File: config.mk
export PLATFORM = sky130hd
export DESIGN_NAME = interrupt_sequencer
export DESIGN_NICKNAME = d
export VERILOG_FILES = /design/src/rtl/interrupt_pkg.sv /design/src/rtl/edge_sync.sv /design/src/rtl/interrupt_sequencer.sv
export SDC_FILE = /design/constraint.sdc
export NUM_CORES = 1
export LEC_CHECK = 0
export CAP_MARGIN = 20
export CORE_MARGIN = 2
export CORE_UTILIZATION = 41
export CTS_CLUSTER_SIZE = 40
export DETAILED_ROUTE_END_ITERATION = 6
export MAX_ROUTING_LAYER = met4
export PLACE_DENSITY = 0.81
export SETUP_SLACK_MARGIN = 0.15
export SLEW_MARGIN = 20
export SYNTH_ARGS = -nofsm -noshare
export SYNTH_HDL_FRONTEND = slang
export SYNTH_SLANG_ARGS = --single-unit
File: constraint.sdc
create_clock -name clk -period 2.5 [get_ports clk]
set_clock_uncertainty 0.15 [all_clocks]
set_input_delay 0.375 -clock clk [delete_from_list [all_inputs] [get_ports clk]]
set_output_delay 0.375 -clock clk [all_outputs]
set_load 0.005 [all_outputs]
File: src/rtl/interrupt_pkg.sv
// Shared types and constants for the 6502 interrupt/reset entry sequencer.
package interrupt_pkg;

  typedef enum logic [3:0] {
    IDLE,
    RST_D0,
    RST_D1,
    RST_D2,
    PUSH_PCH,
    PUSH_PCL,
    PUSH_P,
    VEC_LO,
    VEC_HI,
    LOAD
  } seq_state_t;

  typedef enum logic [1:0] {
    IntReset,
    IntNmi,
    IntIrq
  } int_kind_t;

  // Status register bit positions touched when P is pushed
  localparam int unsigned STATUS_B_BIT = 4;
  localparam int unsigned STATUS_BIT5  = 5;

  // Default stack page and vector addresses
  localparam logic [7:0]  STACK_PAGE_DEF = 8'h01;
  localparam logic [15:0] VEC_NMI_DEF    = 16'hFFFA;
  localparam logic [15:0] VEC_RESET_DEF  = 16'hFFFC;
  localparam logic [15:0] VEC_IRQ_DEF    = 16'hFFFE;

  // P as written to the stack by a hardware interrupt: B cleared, bit5 set
  function automatic logic [7:0] push_status(input logic [7:0] p);
    return (p & ~(8'h01 << STATUS_B_BIT)) | (8'h01 << STATUS_BIT5);
  endfunction

endpackage

File: src/rtl/edge_sync.sv
// Multi-flop synchroniser for an asynchronous active-low request, with a
// one-cycle pulse on each synchronised 1->0 transition.
module edge_sync #(
  parameter int unsigned STAGES = 2
) (
  input  logic clk_i,
  input  logic rst_i,
  input  logic async_i,
  output logic level_o,
  output logic fall_o
);

  logic [STAGES-1:0] sync_q;
  logic              prev_q;

  // Synchroniser chain plus one delayed copy for edge detection; idle high
  always_ff @(posedge clk_i or posedge rst_i) begin
    if (rst_i) begin
      sync_q <= '1;
      prev_q <= 1'b1;
    end else begin
      sync_q <= {sync_q[STAGES-2:0], async_i};
      prev_q <= sync_q[STAGES-1];
    end
  end

  assign level_o = sync_q[STAGES-1];
  assign fall_o  = prev_q & ~sync_q[STAGES-1];

endmodule

File: src/rtl/interrupt_sequencer.sv
// 6502 reset / NMI / IRQ entry sequencer. Takes the bus at an instruction
// boundary, pushes PCH, PCL and P, fetches the vector and hands it to the PC.
// Optional: INTERRUPT_SEQUENCER_NMI_HIJACK_EN lets an NMI that becomes
// pending during the pushes of an IRQ sequence redirect it to the NMI vector.
module interrupt_sequencer
  import interrupt_pkg::*;
#(
  parameter int unsigned SYNC_STAGES = 2,
  parameter logic [7:0]  STACK_PAGE  = STACK_PAGE_DEF,
  parameter logic [15:0] VEC_NMI     = VEC_NMI_DEF,
  parameter logic [15:0] VEC_RESET   = VEC_RESET_DEF,
  parameter logic [15:0] VEC_IRQ     = VEC_IRQ_DEF
) (
  input  logic        clk,
  input  logic        reset,
  input  logic        nmib,
  input  logic        irqb,
  input  logic        irq_mask,
  input  logic        instr_boundary,
  input  logic [15:0] pc_in,
  input  logic [7:0]  status_in,
  input  logic [7:0]  sp_in,
  input  logic [7:0]  data_in,
  output logic        busy,
  output logic [15:0] address_out,
  output logic [7:0]  data_out,
  output logic        read_write,
  output logic        sp_dec,
  output logic [15:0] vector_out,
  output logic        vector_valid,
  output logic        set_irq_mask
);

  seq_state_t state_q, state_d;
  int_kind_t  kind_q, kind_d;
  logic       nmi_pending_q, nmi_pending_d;
  logic [7:0] vec_lo_q;
  logic [15:0] vector_q;
  logic       vector_valid_q, set_mask_q, busy_q;
  logic       nmi_fall, irq_level, irq_fall_unused, irq_req;
  logic [15:0] vec_base;

  edge_sync #(.STAGES(SYNC_STAGES)) u_nmi_sync (
    .clk_i  (clk),
    .rst_i  (reset),
    .async_i(nmib),
    .level_o(),
    .fall_o (nmi_fall)
  );

  edge_sync #(.STAGES(SYNC_STAGES)) u_irq_sync (
    .clk_i  (clk),
    .rst_i  (reset),
    .async_i(irqb),
    .level_o(irq_level),
    .fall_o (irq_fall_unused)
  );

  assign irq_req = ~irq_level & ~irq_mask;

  // Next state, latched interrupt kind and NMI pending flag
  always_comb begin
    state_d       = state_q;
    kind_d        = kind_q;
    nmi_pending_d = nmi_pending_q;
    case (state_q)
      IDLE: begin
        if (instr_boundary && (nmi_pending_q || irq_req)) begin
          state_d = PUSH_PCH;
          if (nmi_pending_q) begin
            kind_d        = IntNmi;
            nmi_pending_d = 1'b0;
          end else begin
            kind_d = IntIrq;
          end
        end
      end
      RST_D0:   state_d = RST_D1;
      RST_D1:   state_d = RST_D2;
      RST_D2:   state_d = VEC_LO;
      PUSH_PCH: state_d = PUSH_PCL;
      PUSH_PCL: state_d = PUSH_P;
      PUSH_P: begin
        state_d = VEC_LO;
`ifdef INTERRUPT_SEQUENCER_NMI_HIJACK_EN
        // Redirect only the vector fetch; the pushed return data is already out
        if (kind_q == IntIrq && nmi_pending_q) begin
          kind_d        = IntNmi;
          nmi_pending_d = 1'b0;
        end
`endif
      end
      VEC_LO:   state_d = VEC_HI;
      VEC_HI:   state_d = LOAD;
      LOAD:     state_d = IDLE;
      default:  state_d = IDLE;
    endcase
    // A fresh edge always wins over a same-cycle clear
    if (nmi_fall) nmi_pending_d = 1'b1;
  end

  // Sequencer state, vector capture and registered status outputs
  always_ff @(posedge clk or posedge reset) begin
    if (reset) begin
      state_q        <= RST_D0;
      kind_q         <= IntReset;
      nmi_pending_q  <= 1'b0;
      vec_lo_q       <= '0;
      vector_q       <= '0;
      vector_valid_q <= 1'b0;
      set_mask_q     <= 1'b0;
      busy_q         <= 1'b1;
    end else begin
      state_q        <= state_d;
      kind_q         <= kind_d;
      nmi_pending_q  <= nmi_pending_d;
      if (state_q == VEC_LO) vec_lo_q <= data_in;
      if (state_q == VEC_HI) vector_q <= {data_in, vec_lo_q};
      vector_valid_q <= (state_d == LOAD);
      set_mask_q     <= (state_d == LOAD);
      busy_q         <= (state_d != IDLE);
    end
  end

  // Vector base address for the latched interrupt kind
  always_comb begin
    case (kind_q)
      IntNmi:  vec_base = VEC_NMI;
      IntIrq:  vec_base = VEC_IRQ;
      default: vec_base = VEC_RESET;
    endcase
  end

  // Bus drive; follows sp_in/pc_in live since the CPU updates them each cycle
  always_comb begin
    address_out = '0;
    data_out    = '0;
    read_write  = 1'b0;
    sp_dec      = 1'b0;
    if (!reset) begin
      case (state_q)
        RST_D0, RST_D1, RST_D2: begin
          address_out = {STACK_PAGE, sp_in};
          sp_dec      = 1'b1;
        end
        PUSH_PCH: begin
          address_out = {STACK_PAGE, sp_in};
          read_write  = 1'b1;
          sp_dec      = 1'b1;
          data_out    = pc_in[15:8];
        end
        PUSH_PCL: begin
          address_out = {STACK_PAGE, sp_in};
          read_write  = 1'b1;
          sp_dec      = 1'b1;
          data_out    = pc_in[7:0];
        end
        PUSH_P: begin
          address_out = {STACK_PAGE, sp_in};
          read_write  = 1'b1;
          sp_dec      = 1'b1;
          data_out    = push_status(status_in);
        end
        VEC_LO:  address_out = vec_base;
        VEC_HI:  address_out = vec_base + 16'd1;
        default: ;
      endcase
    end
  end

  assign busy         = busy_q;
  assign vector_out   = vector_q;
  assign vector_valid = vector_valid_q;
  assign set_irq_mask = set_mask_q;

endmodule

==> results.md, run 1 <==
- Setup violations remaining at the end of the flow were counted as 0.
- For hold timing, the worst endpoint is u_irq_sync.sync_q[1]$_DFF_PP1_.
- The final critical path takes up 98.6% of the cycle.
- In this run the critical register-to-register path is captured at vector_out[15]$_DFFE_PP0N_.
- The via count of the first global-routing pass is about 1,500.
- The maximum operating frequency is 405 MHz.
- Yosys printed 0 warnings.
- The detailed-routing iteration count for the pre-antenna-repair pass is 4.
- Across all register-to-register paths, the minimum setup slack is 0.56 ns.
- After synthesis the cells add up to 1900 um^2.
- The transition time at the pin with the least slew margin is 0.456 ns.
- The cell count after synthesis came out at 154.
- The routed layout has 1,613 vias.
- Across all setup checks in the final design, the least slack found is 0.0338 ns.
- Buffers inserted during clock tree synthesis total 5.
- The part of the Yosys area used for sequential elements is 50.5%.
- Summed over all layers, the routed wires come to 4980 um.
- The setup slack after placement is 0.00682 ns.
- The max-slew violation count came to 0.
- Setup repair after global routing could not meet its margin everywhere.
- The post-detailed-route count of antenna-violating nets is 0.
- Routability-driven placement finished with a final weighted congestion of a little over 0.7.
- The clock tree root driver cell is sky130_fd_sc_hd__clkbuf_8.
- The worst-path cell with the longest stage delay is sky130_fd_sc_hd__or4b_4.
- Global routing used a little under a fifth of the available tracks.
- In this run, synthesis produced a sequential element count of 38.
- The initial cell density of the core is 43.0%.
- The run finished with clean final reports.
- The number of placed I/O pins is 91.
- The first global-routing pass estimated 7280 um of wire.
- The count of buffers added on input and output ports is 88.
- The critical path data arrival time is 1.94 ns.
- For this run, asynchronously set or reset flops after synthesis account for 100%.
- The startpoint identified for the worst register-to-register timing path is state_q[2]$_DFF_PP0_.
- For this run the aggregate overflow at the end of global routing stands at 0.
- The logic depth of the worst register-to-register path is 4.
- The cell class contributing the biggest share of worst-path delay is simple AND/OR/NAND/NOR gates.
- Clock latency on the worst-skew pair, taken at its later pin, is 0.28 ns.
- The class of the worst hold path is register to register.
- The signed area change from the synthesized netlist to the final layout is 65.4%.
- The count of flip-flops with a built-in enable after synthesis is 0.
- IR analysis of the VDD net gives a maximum drop of 0.688 mV.
- The worst hold path cell count is 0.
- The number of DRC markers in iteration 0 is 62.
- The die span in x is 72.1 um.
- The DRC violation count after routing is 0.
- The initial antenna violation count is 0.
- Dividing total power by cell area gives a power density of ~1100 nW/um^2.
- Tracing the worst setup path back leads to its startpoint at state_q[2]$_DFF_PP0_.
- In this run the vertical extent of the chip is 72.1 um.
- The startpoint of the worst hold path is u_irq_sync.sync_q[0]$_DFF_PP1_.
- A synthesized cell averages 12.3 um^2.
- Summed over all nets, the half-perimeter wirelength after detailed placement is just over 3000 um.
- The count of hold buffers inserted by post-cts repair is 0.
- The worst setup path is launched from a register.
- The critical path is of the register to primary output type.
- The floorplan has 24 rows.
- The region available for standard cell placement spans between 4000 and 5000 um^2.
- On the worst path, the slowest cell contributes a delay of roughly 0.56 ns.
- In this run the tightest slew margin relative to its limit is 69.6%.
- The count of antenna diodes in the layout is 0.
- TritonCTS built the clock tree.
- The area occupied by registers is about 960 um^2.
- The number of violations of the max-capacitance limit is 0.
- The biggest fanout along the worst timing path is 4.
- The prevailing post-synth register cell is sky130_fd_sc_hd__dfrtp_1.
- In this run, placement finished with an instance count of 289.
- Counting the fill cells in the layout gives 318.
- At the end of the flow, the number of nets in the layout was 317.
- The post-placement cell area is 2810 um^2.
- After detailed routing, the average wire length per cell comes to around 15 um.
- The clock period minus final worst setup slack is 2.47 ns.
- The deepest clock path buffer count is 2.
- The number of endpoints with negative hold slack in the final report was 0.
- The via density per instance is 4.99.
- Summed over all cells, the static leakage comes to roughly 0.0015 uW.
- The cell area after layout is roughly 3100 um^2.
- The number of distinct standard cells referenced by the synthesized netlist is 32.
- The floorplan step defined a die boundary enclosing 5190 um^2.
- The post-route netlist has roughly 42% of its cells at a drive strength greater than 1.
- The clock tree synthesis step divided the H-tree into 2 levels.
- The most numerous cell on the critical path is sky130_fd_sc_hd__buf_6.
- The total power consumption of the routed design is 3490 uW.
- The area taken by multi-input logic gates is about 870 um^2.
- The cell depth of the worst setup path is 7.
- The required arrival time at the worst endpoint is around 2 ns.
- Once layout is complete, the cells apart from fillers number 323.
- The type of destination of the critical path is a primary output.
- The largest net degree at the start of global routing is 39.
- The clock-pin slew reported for the worst setup and hold paths after clock tree synthesis is 0.07 ns.
- The net count after synthesis is 201.
- The critical path goes through or4b_4, a21oi_4, buf_4, buf_6, buf_6, buf_6, buf_2.
- The total clock sinks is 38.
- The buffers plus inverters on the worst setup path is 5.
-- cells in the mapped netlist (2+ instances only) --
cell | n | area (um^2)
sky130_fd_sc_hd__clkbuf_1 | 2 | 7.51
sky130_fd_sc_hd__o21ai_0 | 4 | 20.0
sky130_fd_sc_hd__nand2_1 | 11 | 41.3
sky130_fd_sc_hd__a21o_1 | 5 | 37.5
sky130_fd_sc_hd__inv_1 | 5 | 18.8
sky130_fd_sc_hd__a22o_1 | 3 | 26.3
sky130_fd_sc_hd__nor3_1 | 4 | 20.0
sky130_fd_sc_hd__a21oi_1 | 9 | 45.0
sky130_fd_sc_hd__nor2b_1 | 2 | 12.5
sky130_fd_sc_hd__buf_2 | 4 | 20.0
sky130_fd_sc_hd__mux2i_1 | 8 | 80.1
sky130_fd_sc_hd__buf_4 | 7 | 52.6
sky130_fd_sc_hd__nor2_1 | 5 | 18.8
sky130_fd_sc_hd__dfrtp_1 | 31 | 776
sky130_fd_sc_hd__or2_2 | 6 | 37.5
sky130_fd_sc_hd__dfstp_2 | 7 | 184
sky130_fd_sc_hd__mux2_4 | 16 | 240
sky130_fd_sc_hd__buf_6 | 3 | 33.8
sky130_fd_sc_hd__mux2_2 | 9 | 101
-- repair_timing --
action,in CTS,in global routing
pin swaps,4,7
setup endpoints to repair,26,23
resized for setup,91,20
buffers inserted,19,7
-- metrics by stage --
| step | hold slack, ns | TNS (ns) | utilization (%) |
|---|---|---|---|
| 2_1_floorplan | 0.195 | 0 | - |
| 5_1_grt | 0.215 | -0.102 | 71.2 |
| 6_report | 0.207 | 0 | 71.2 |
| 3_3_place_gp | 0.196 | 0 | 63.7 |
| 3_5_place_dp | 0.199 | 0 | 63.7 |
| 4_1_cts | 0.209 | 0 | 69.1 |
-- per-layer routing --
metal / track usage [%] / part of all wire [%] / vias up
met5: - / 0 / -
met4: 6.71 / 2.0 / 0
met3: 4.58 / 5.6 / 10
met2: 30.2 / 51 / 53
met1: 21.7 / 42 / 790
li1: - / - / 760
-- state kept, by name (all words and copies together) (netlist names) --
| register | flops |
|---|---|
| vector_out | 16 |
| u_irq_sync.sync_q | 2 |
| nmi_pending_q | 1 |
| busy | 1 |
| vec_lo_q | 8 |
| set_irq_mask | 1 |
| state_q | 4 |
| kind_q | 2 |
| u_nmi_sync.prev_q | 1 |
| u_nmi_sync.sync_q | 2 |
-- cell type report --
type | instances | share of cell area, %
well taps | 52 | 2.07
clock inverters | 1 | 0.159
flip-flops and latches | 38 | 30.5
repair buffers | 125 | 36.2
inverters | 5 | 0.597
clock buffers | 7 | 2.75
multi-input cells | 95 | 27.7
-- report_power, final --
| part | internal [uW] | switching [uW] | total [uW] |
|---|---|---|---|
| clock | 222 | 191 | 413 |
| combinational | 1260 | 754 | 2020 |
| sequential | 900 | 161 | 1060 |
-- logic make-up after synthesis --
logic type,share of synthesized area (%)
AOI/OAI and AO/OA,9.36
xor gates and xnor gates,0.461
adders and majority gates,0.659
buffers and inverters,6.98
DFF,50.5
muxes,22.2
and+or+nand+nor,9.82
-- placed cells by master (no fill, tap or decap), drive strengths merged, types with 2 or more instances in the layout --
cell type	instances
clkdlybuf4s50	62
buf	52
dfrtp	31
mux2	25
nand2	11
clkbuf	10
a21oi	10
mux2i	8
dfstp	7
or2	6
nor2	5
inv	5
a21o	5
o21ai	4
dlygate4sd2	4
nor3	4
a22o	3
clkdlybuf4s15	3
nor2b	2
nor4	2
-- how the worst max path moves through the flow --
stage | end
after floorplan | address_out[1]
after global placement | address_out[0]
after detailed placement | data_out[4]
after CTS | address_out[1]
after global routing | address_out[1]
final | address_out[15]
(Power assumes the default switching activity.)
==> run 2: changes to the inputs <==
--- a/config.mk
+++ b/config.mk
@@ -5,7 +5,7 @@
 export SDC_FILE = /design/constraint.sdc
 export NUM_CORES = 1
 export LEC_CHECK = 0
-export CAP_MARGIN = 20
+export CAP_MARGIN = 10
 export CORE_MARGIN = 2
 export CORE_UTILIZATION = 41
 export CTS_CLUSTER_SIZE = 40
==> results of run 2 <==
Same layout as run 1: the final DEF is identical, and so are final timing and power.
==> run 3: changes to the inputs <==
--- a/config.mk
+++ b/config.mk
@@ -7,13 +7,14 @@
 export LEC_CHECK = 0
 export CAP_MARGIN = 10
 export CORE_MARGIN = 2
-export CORE_UTILIZATION = 41
+export CORE_UTILIZATION = 40
 export CTS_CLUSTER_SIZE = 40
 export DETAILED_ROUTE_END_ITERATION = 6
 export MAX_ROUTING_LAYER = met4
-export PLACE_DENSITY = 0.81
+export PLACE_DENSITY = 0.79
 export SETUP_SLACK_MARGIN = 0.15
 export SLEW_MARGIN = 20
 export SYNTH_ARGS = -nofsm -noshare
 export SYNTH_HDL_FRONTEND = slang
+export SYNTH_HIERARCHICAL = 1
 export SYNTH_SLANG_ARGS = --single-unit
==> results.md, run 3 <==
- The number of DRC markers in iteration 0 is 81 (+31%).
- The die span in x is 71.7 um (-0.57%).
- The post-placement cell count is 292 (+1.0%).
- The final worst slack is 0.0982 ns (+0.0644 ns).
- The leading cell type in the layout, fill and taps excluded is sky130_fd_sc_hd__clkdlybuf4s50_1.
- The count of antenna diodes in the layout is 0 (unchanged).
- The worst setup path is launched from a register.
- The max-slew violation count is 0 (unchanged).
- The number of vias after detailed routing was 1,548 (-4.0%).
- The maximum operating frequency is 416 MHz (+2.7%).
- The launch point of the worst reg-to-reg path is state_q[1]$_DFF_PP0_.
- The type of the setup path with the least slack is register to primary output.
- The signed area change from the synthesized netlist to the final layout is 64.3%.
- The headroom to the max-slew limit is 70.8% (+1.2 points).
- The final core area utilization came to 68.6% (-2.6 points).
- The total CTS buffers is 5 (unchanged).
- TritonCTS built the clock tree.
- The detailed-routing iteration count for the pre-antenna-repair pass is 4 (unchanged).
- The via density per instance was 4.87 (-2.5%).
- The via count of the first global-routing pass is 1,526 (+0.73%).
- The net count after synthesis is 201 (unchanged).
- The worst IR drop on VDD is 0.558 mV (-19%).
- The worst hold margin is 0.208 ns (+0.000840 ns).
- The worst reg-to-reg setup slack is 0.52 ns (-0.04 ns).
- The deepest clock path buffer count was 2 (unchanged).
- The share of the cycle needed by the critical path after routing was 96.1% (-2.6 points).
- The leakage power is 0.00145 uW (-5.1%).
- The logic depth of the worst register-to-register path came to 5 (+1).
- The number of violations of the max-capacitance limit was 0 (unchanged).
- The number of levels in the clock H-tree is 2 (unchanged).
- The total clock sinks came to 38 (unchanged).
- The share of cells above drive strength 1 is 38.0% (-4.5 points).
- The final total negative setup slack is 0 ns (unchanged).
- The type of destination of the critical path is a primary output.
- The initial cell density of the core is 41.8% (-1.3 points).
- The warning count from the yosys run came to 6 (+6).
- The critical path data arrival time is 1.88 ns (-0.06 ns).
- The routability congestion estimate from global placement was 0.828 (+17%).
- The total global-route track usage is 19.3% (+1.0 points).
- The setup slack after placement came to 0.00244 ns (-0.00438 ns).
- The number of placed I/O pins is 91 (unchanged).
- The largest net degree at the start of global routing was 34 (-13%).
- Setup repair after global routing could not meet its margin everywhere.
- The biggest fanout along the worst timing path came to 3 (-1).
- The worst-path cell with the longest stage delay is sky130_fd_sc_hd__or4b_4.
- The placement row count came to 24 (unchanged).
- The required arrival time at the worst endpoint is 1.98 ns (about the same).
- The highest cell delay on the worst timing path is 0.54 ns (-0.02 ns).
- The post-detailed-route count of antenna-violating nets is 0 (unchanged).
- The transition time at the pin with the least slew margin is 0.434 ns (-0.0223 ns).
- The endpoint of the most critical register-to-register path is vector_out[14]$_DFFE_PP0N_.
- By instance count, the cell type seen most on the critical path is sky130_fd_sc_hd__buf_6.
- The worst hold path cell count is 0 (unchanged).
- In the layout the commonest cells are 61 x sky130_fd_sc_hd__clkdlybuf4s50_1, 31 x sky130_fd_sc_hd__dfrtp_1, 24 x sky130_fd_sc_hd__mux2_2, 20 x sky130_fd_sc_hd__buf_4, 12 x sky130_fd_sc_hd__buf_2.
- The power density over cell area is 1050 nW/um^2 (-5.9%).
- The die height was 71.7 um (-0.57%).
- The clock-pin slew reported for the worst setup and hold paths after clock tree synthesis is 0.07 ns (about the same).
- The clock period minus final worst setup slack came to 2.40 ns (-0.0644 ns).
- The post-route non-filler standard cell count is 318 (-1.5%).
- The number of endpoints with negative hold slack in the final report is 0 (unchanged).
- The run finished with clean final reports.
- The HPWL reported at the end of detailed placement is 3250 um (+4.4%).
- The final routed wire length divided by cell count was 14.6 um (-5.1%).
- The count of hold buffers inserted by post-cts repair was 0 (unchanged).
- The die footprint is 5130 um^2 (-1.1%).
- The critical path goes through or4b_4, a21o_4, buf_6, clkinv_4, buf_6, a21o_1, buf_2.
- For hold timing, the worst endpoint is u_irq_sync/sync_q[1]$_DFF_PP1_.
- The flip-flop count of the largest register, all copies and words added came to 16 (unchanged).
- The final number of setup-violating endpoints is 0 (unchanged).
- The core region area is 4380 um^2 (-0.68%).
- The initial antenna violation count came to 0 (unchanged).
- The quantity of I/O buffers inserted on ports is 88 (unchanged).
- The netlist area before placement came to 1830 um^2 (-3.6%).
- The DRC violation count after routing came to 0 (unchanged).
- The tree is rooted in a sky130_fd_sc_hd__clkbuf_8.
- The global-route wire length before repair is 7520 um (+3.3%).
- The final net count was 312 (-1.6%).
- The worst hold path begins at u_irq_sync/sync_q[0]$_DFF_PP1_.
- The path class of the tightest hold or removal check is register to register.
- The mean instance size in the synthesized netlist is 11.9 um^2 (-3.6%).
- The global-route congestion overflow total is 0 (unchanged).
- The count of mapped cells out of synthesis is 154 (unchanged).
- The total wire length after detailed routing is 4650 um (-6.6%).
- The insertion delay of the later-clocked pin in the worst-skew pair was 0.28 ns (about the same).
## run 3: metrics by stage
| step | cell area [um^2] | power [uW] |
|---|---|---|
| finish | 3010 | 3140 |
| global route | 3010 | 3360 |
| CTS | 3000 | 3130 |
| detailed placement | 2770 | 2550 |
| global placement | 2770 | 2500 |
| floorplan | 1830 | 1780 |
## run 3: power breakdown
| part | switching, uW | leakage [uW] | internal [uW] |
|---|---|---|---|
| Combinational | 638 | 0.000974 | 1080 |
| Clock | 197 | 0.0000395 | 198 |
| Sequential | 141 | 0.000436 | 893 |
| Total | 976 | 0.00145 | 2170 |
## run 3: layout make-up
type                            instances  area (um^2)
Fill cell                             345         1380
Timing Repair Buffer                  118         1080
Multi-Input combinational cell         94          778
Tap cell                               52         65.1
Timing Repair inverter                  1         8.76
Inverter                                7         31.3
Sequential cell                        38          960
Clock buffer                            8         80.1
## run 3: layer usage
layer | routed length, um | vias up | GRT usage, %
met2 | 2520 | 28 | 32.1
met4 | 25 | 0 | 3.77
met3 | 137 | 5 | 3.94
met5 | 0 | - | -
met1 | 1960 | 761 | 24.7
li1 | - | 754 | -
## run 3: worst max-delay path by stage
| stage | startpoint | to | slack, ns | cells past startpoint |
|---|---|---|---|---|
| 6_report | state_q[1]$_DFF_PP0_ | address_out[7] | 0.1 | 7 |
| 5_1_grt | state_q[0]$_DFF_PP1_ | address_out[3] | 0.02 | 8 |
| 4_1_cts | state_q[1]$_DFF_PP0_ | address_out[8] | -0.03 | 6 |
| 3_5_place_dp | reset | address_out[6] | 0.002 | 5 |
| 3_3_place_gp | reset | address_out[2] | -0.002 | 5 |
| 2_1_floorplan | state_q[2]$_DFF_PP0_ | address_out[10] | 0.39 | 6 |
## run 3: critical path, delay by kind of cell (launching register included)
kind | cells | cell delay, ns
AO/OA/AOI/OAI | 2 | 0.33
buffers and inverters | 4 | 0.34
flip-flops | 1 | 0.40
AND/OR/NAND/NOR | 1 | 0.54
## run 3: what timing repair did
| item | 4_1_cts | 5_1_grt |
|---|---|---|
| endpoints found under the hold margin | 0 | 0 |
| resized for setup | 83 | 13 |
| cloned | 2 | 0 |
| endpoints found under the setup margin | 26 | 16 |
| pin swaps | 4 | 5 |
| setup buffers | 13 | 3 |
==> variant 1 (config.mk and constraints of run 2) <==
The option `INTERRUPT_SEQUENCER_NMI_HIJACK_EN` is turned on by a define.
--- a/src/rtl/interrupt_sequencer.sv
+++ b/src/rtl/interrupt_sequencer.sv
@@ -2,6 +2,8 @@
 // boundary, pushes PCH, PCL and P, fetches the vector and hands it to the PC.
 // Optional: INTERRUPT_SEQUENCER_NMI_HIJACK_EN lets an NMI that becomes
 // pending during the pushes of an IRQ sequence redirect it to the NMI vector.
+`define INTERRUPT_SEQUENCER_NMI_HIJACK_EN
+
 module interrupt_sequencer
   import interrupt_pkg::*;
 #(
Formal check against the unedited RTL: same outputs for any inputs over 10 cycles, from zero or initial values and one cycle with reset high; that may be too few to reach the edited logic, so the function may still have changed.
==> variant 1 against run 2 <==
  * Sequential cell count unchanged
  * Power down 1.1%
  * Clock power up 23%
  * Final cell count up 0.31%
  * Worst hold slack better by 0.0030 ns
  * First-iteration DRC count up 4.8%
  * Design area down 0.44%
  * Wire length down 6.0%
  * Setup slack worse by 0.0079 ns
  * Critical path depth up 2
  * Area after synthesis up 0.99%
  * Global-route usage up 0.98 points
  * Critical endpoint is now address_out[5]
==> variant 1: results (changes against run 2) <==
status:
  status: "finished, final reports clean"
setup_path:
  r2r_slack_ns: 0.37  # -0.19 ns
  worstReg2RegEnd: "kind_q[0]"
  cpMaxStageDelayCell: "dfstp_2"
  rr_worst_depth: 7  # +3
  max_stage_delay_ns: 0.59  # +0.03 ns
  crit_family: "flip-flops"
  crit_end: "address_out[5]"
  worstSetupStartpoint: "state_q[0]"
synth:
  synth_compound_area_share_pct: 10.0  # +0.69 points
  synth_cell_types: 37  # +16%
  synth_xor_area_share_pct: 0.457  # -0.0045 points
  ys_top_cells_by_area: "dfrtp_1 40%, dfstp_2 9.6%, mux2_2 9.4%"
  synth.area.mux_share_pct: 19.8  # -2.4 points
  ys_seq_area_share_pct: 50.0  # -0.49 points
  avgSynthCellArea_um2: 12.1  # -2.2%
  synthTopCellsByCount: "31 x dfrtp_1, 16 x mux2_2, 11 x nand2_1"
  syn_nets: 207  # +3.0%
power:
  p_leak_nw: 1.52  # -0.69%
  ir_drop_v: 0.000685  # -0.44%
layout:
  fin_cells: 324  # +0.31%
  drive_gt1_share_pct: 37.5  # -4.9 points
cts:
  cts-resized-gates: 68  # -25%
  cts_setup_buffers: 15  # -4
grt:
  grt_use_met2_pct: 32.9  # +2.8 points
  use_met1_pct: 22.3  # +0.64 points
  grt_use_met3_pct: 5.28  # +0.69 points
  track_usage_pct: 19.3  # +0.98 points
  grt_pass1_vias: 1673  # +10%
detailed_routing:
  routed_wirelength_mm: 4.68  # -6.0%
  drt-initial-drc-count: 65  # +4.8%
  met2_length_mm: 2.44  # -3.4%
  vias_per_cell: 5.00  # +0.12%
timing:
  holdWs_ns: 0.210  # +0.00298 ns
  slew-limit-headroom_pct: 67.2  # -2.4 points
placement:
  dpl_cell_area_mm2: 0.00286  # +1.5%
  place_ws_ns: -0.0250  # -0.0318 ns
-- variant 1: cell count changes in the layout (fill, tap and decap cells not counted), moves of 2 or more --
cell | before | now
nand3_1 | 0 | 2
mux2_2 | 9 | 16
clkinvlp_4 | 0 | 2
clkdlybuf4s15_1 | 2 | 0
inv_1 | 5 | 7
buf_2 | 13 | 9
buf_6 | 15 | 13
dlygate4sd2_1 | 4 | 9
o21ai_0 | 4 | 0
a21oi_1 | 4 | 9
a21oi_2 | 5 | 0
mux2_4 | 16 | 8
-- variant 1: final cells by class --
cell class	count	area [um^2]
fill	314	1320
inverter	8	33.8
sequential	38	960
timing repair buffer	122	1140
clock buffer	6	72.6
tap	52	65.1
multi-input combinational	96	821
clock inverter	2	37.5
-- variant 1: power breakdown --
part	internal (W)	switching [W]	total, W
Sequential	0.000899	0.000152	0.00105
Clock	0.000298	0.000211	0.000509
Combinational	0.00118	0.000709	0.00189
Total	0.00238	0.00107	0.00345
==> variant 2 (config.mk and constraints of run 2) <==
Made on the original files. Remove the register `set_mask_q`: a continuous assignment takes its place, so the output `set_irq_mask` follows one clock earlier.
--- a/src/rtl/interrupt_sequencer.sv
+++ b/src/rtl/interrupt_sequencer.sv
@@ -108,7 +108,6 @@
       vec_lo_q       <= '0;
       vector_q       <= '0;
       vector_valid_q <= 1'b0;
-      set_mask_q     <= 1'b0;
       busy_q         <= 1'b1;
     end else begin
       state_q        <= state_d;
@@ -117,10 +116,11 @@
       if (state_q == VEC_LO) vec_lo_q <= data_in;
       if (state_q == VEC_HI) vector_q <= {data_in, vec_lo_q};
       vector_valid_q <= (state_d == LOAD);
-      set_mask_q     <= (state_d == LOAD);
       busy_q         <= (state_d != IDLE);
     end
   end
+
+  assign set_mask_q = (state_d == LOAD);
 
   // Vector base address for the latched interrupt kind
   always_comb begin
Function: changed (a bounded check fails within 10 cycles, from zero or initial values and one cycle with reset high).
==> variant 2 against run 2 <==
  * Design area grew 1.6%
  * Wire length fell by 3.2%
  * Setup slack got worse by 0.014 ns
  * Power up 1.7%
  * Via count is 2.7% lower
  * Critical path depth did not move
  * Sequential cell count unchanged
  * Largest cell class unchanged
  * Combinational power shrank 8%
  * Core utilization increased by 1.1 points
  * Area after synthesis barely moved
==> variant 2: results (changes against run 2) <==
status:
  status: "finished, final reports clean"
setup_path:
  r2r_slack_ns: 0.43  # -0.13 ns
  reg2reg_from: "state_q[1]"
  critPathArrivalTime_ns: 1.96  # +0.02 ns
detailed_routing:
  vias_per_cell: 4.89  # -2.1%
  vias: 1570  # -2.7%
placement:
  hpwl_mm: 3.20  # +2.9%
  place_congestion: 0.833  # +18%
  dpl_cell_area_mm2: 0.00285  # +1.4%
synth:
  synthTopCellsByCount: "31 x dfrtp_1, 16 x mux2_4, 11 x a21oi_1, 11 x nand2_1, 9 x mux2_2"
  ys_seq_area_share_pct: 50.6  # about the same
  synth_cell_types: 35  # +9.4%
layout:
  drive_gt1_share_pct: 41.3  # -1.2 points
  fillCellCount: 320  # +0.63%
  multi_input_cells: 96  # +1.1%
  n_clock_buffer: 6  # -1
  multi_input_area_um2: 848  # -2.6%
  final_core_util_pct: 72.3  # +1.1 points
  fin_nets: 315  # -0.63%
grt:
  use_met1_pct: 24.0  # +2.3 points
  grt_use_met2_pct: 30.8  # +0.59 points
  track_usage_pct: 19.0  # +0.72 points
power:
  p_comb_share_pct: 52.5  # -5.3 points
  power.switching_w: 0.00104  # -5.9%
  power.internal_w: 0.00251  # +5.2%
timing:
  tightestPinTransition_ns: 0.467  # +0.0111 ns
variant 2: cell families after synthesis:
logic type	synth area share (%)
multiplexers	22.2
flip-flops	50.6
AND/OR/NAND/NOR	10.9
AO/OA/AOI/OAI	9.36
buffers and inverters	6.33
adder cells (fa/ha/maj)	0.659
variant 2: how the worst max path moves through the flow:
stage	start	cells past startpoint	slack [ns]	endpoint
floorplan	reset	2	0.51	address_out[0]
global placement	reset	5	0.005	address_out[5]
detailed placement	reset	5	-0.03	address_out[2]
CTS	state_q[1]	7	0.02	address_out[6]
global route	state_q[1]	7	-0.05	address_out[3]
finish	state_q[1]	7	0.02	address_out[3]
variant 2: timing repair:
action / 4_1_cts / 5_1_grt
buffers inserted: 14 / 6
hold buffers: 0 / 0
resized for setup: 99 / 15
setup endpoints to repair: 27 / 21
pin swaps: 7 / 5
cloned: 1 / 0
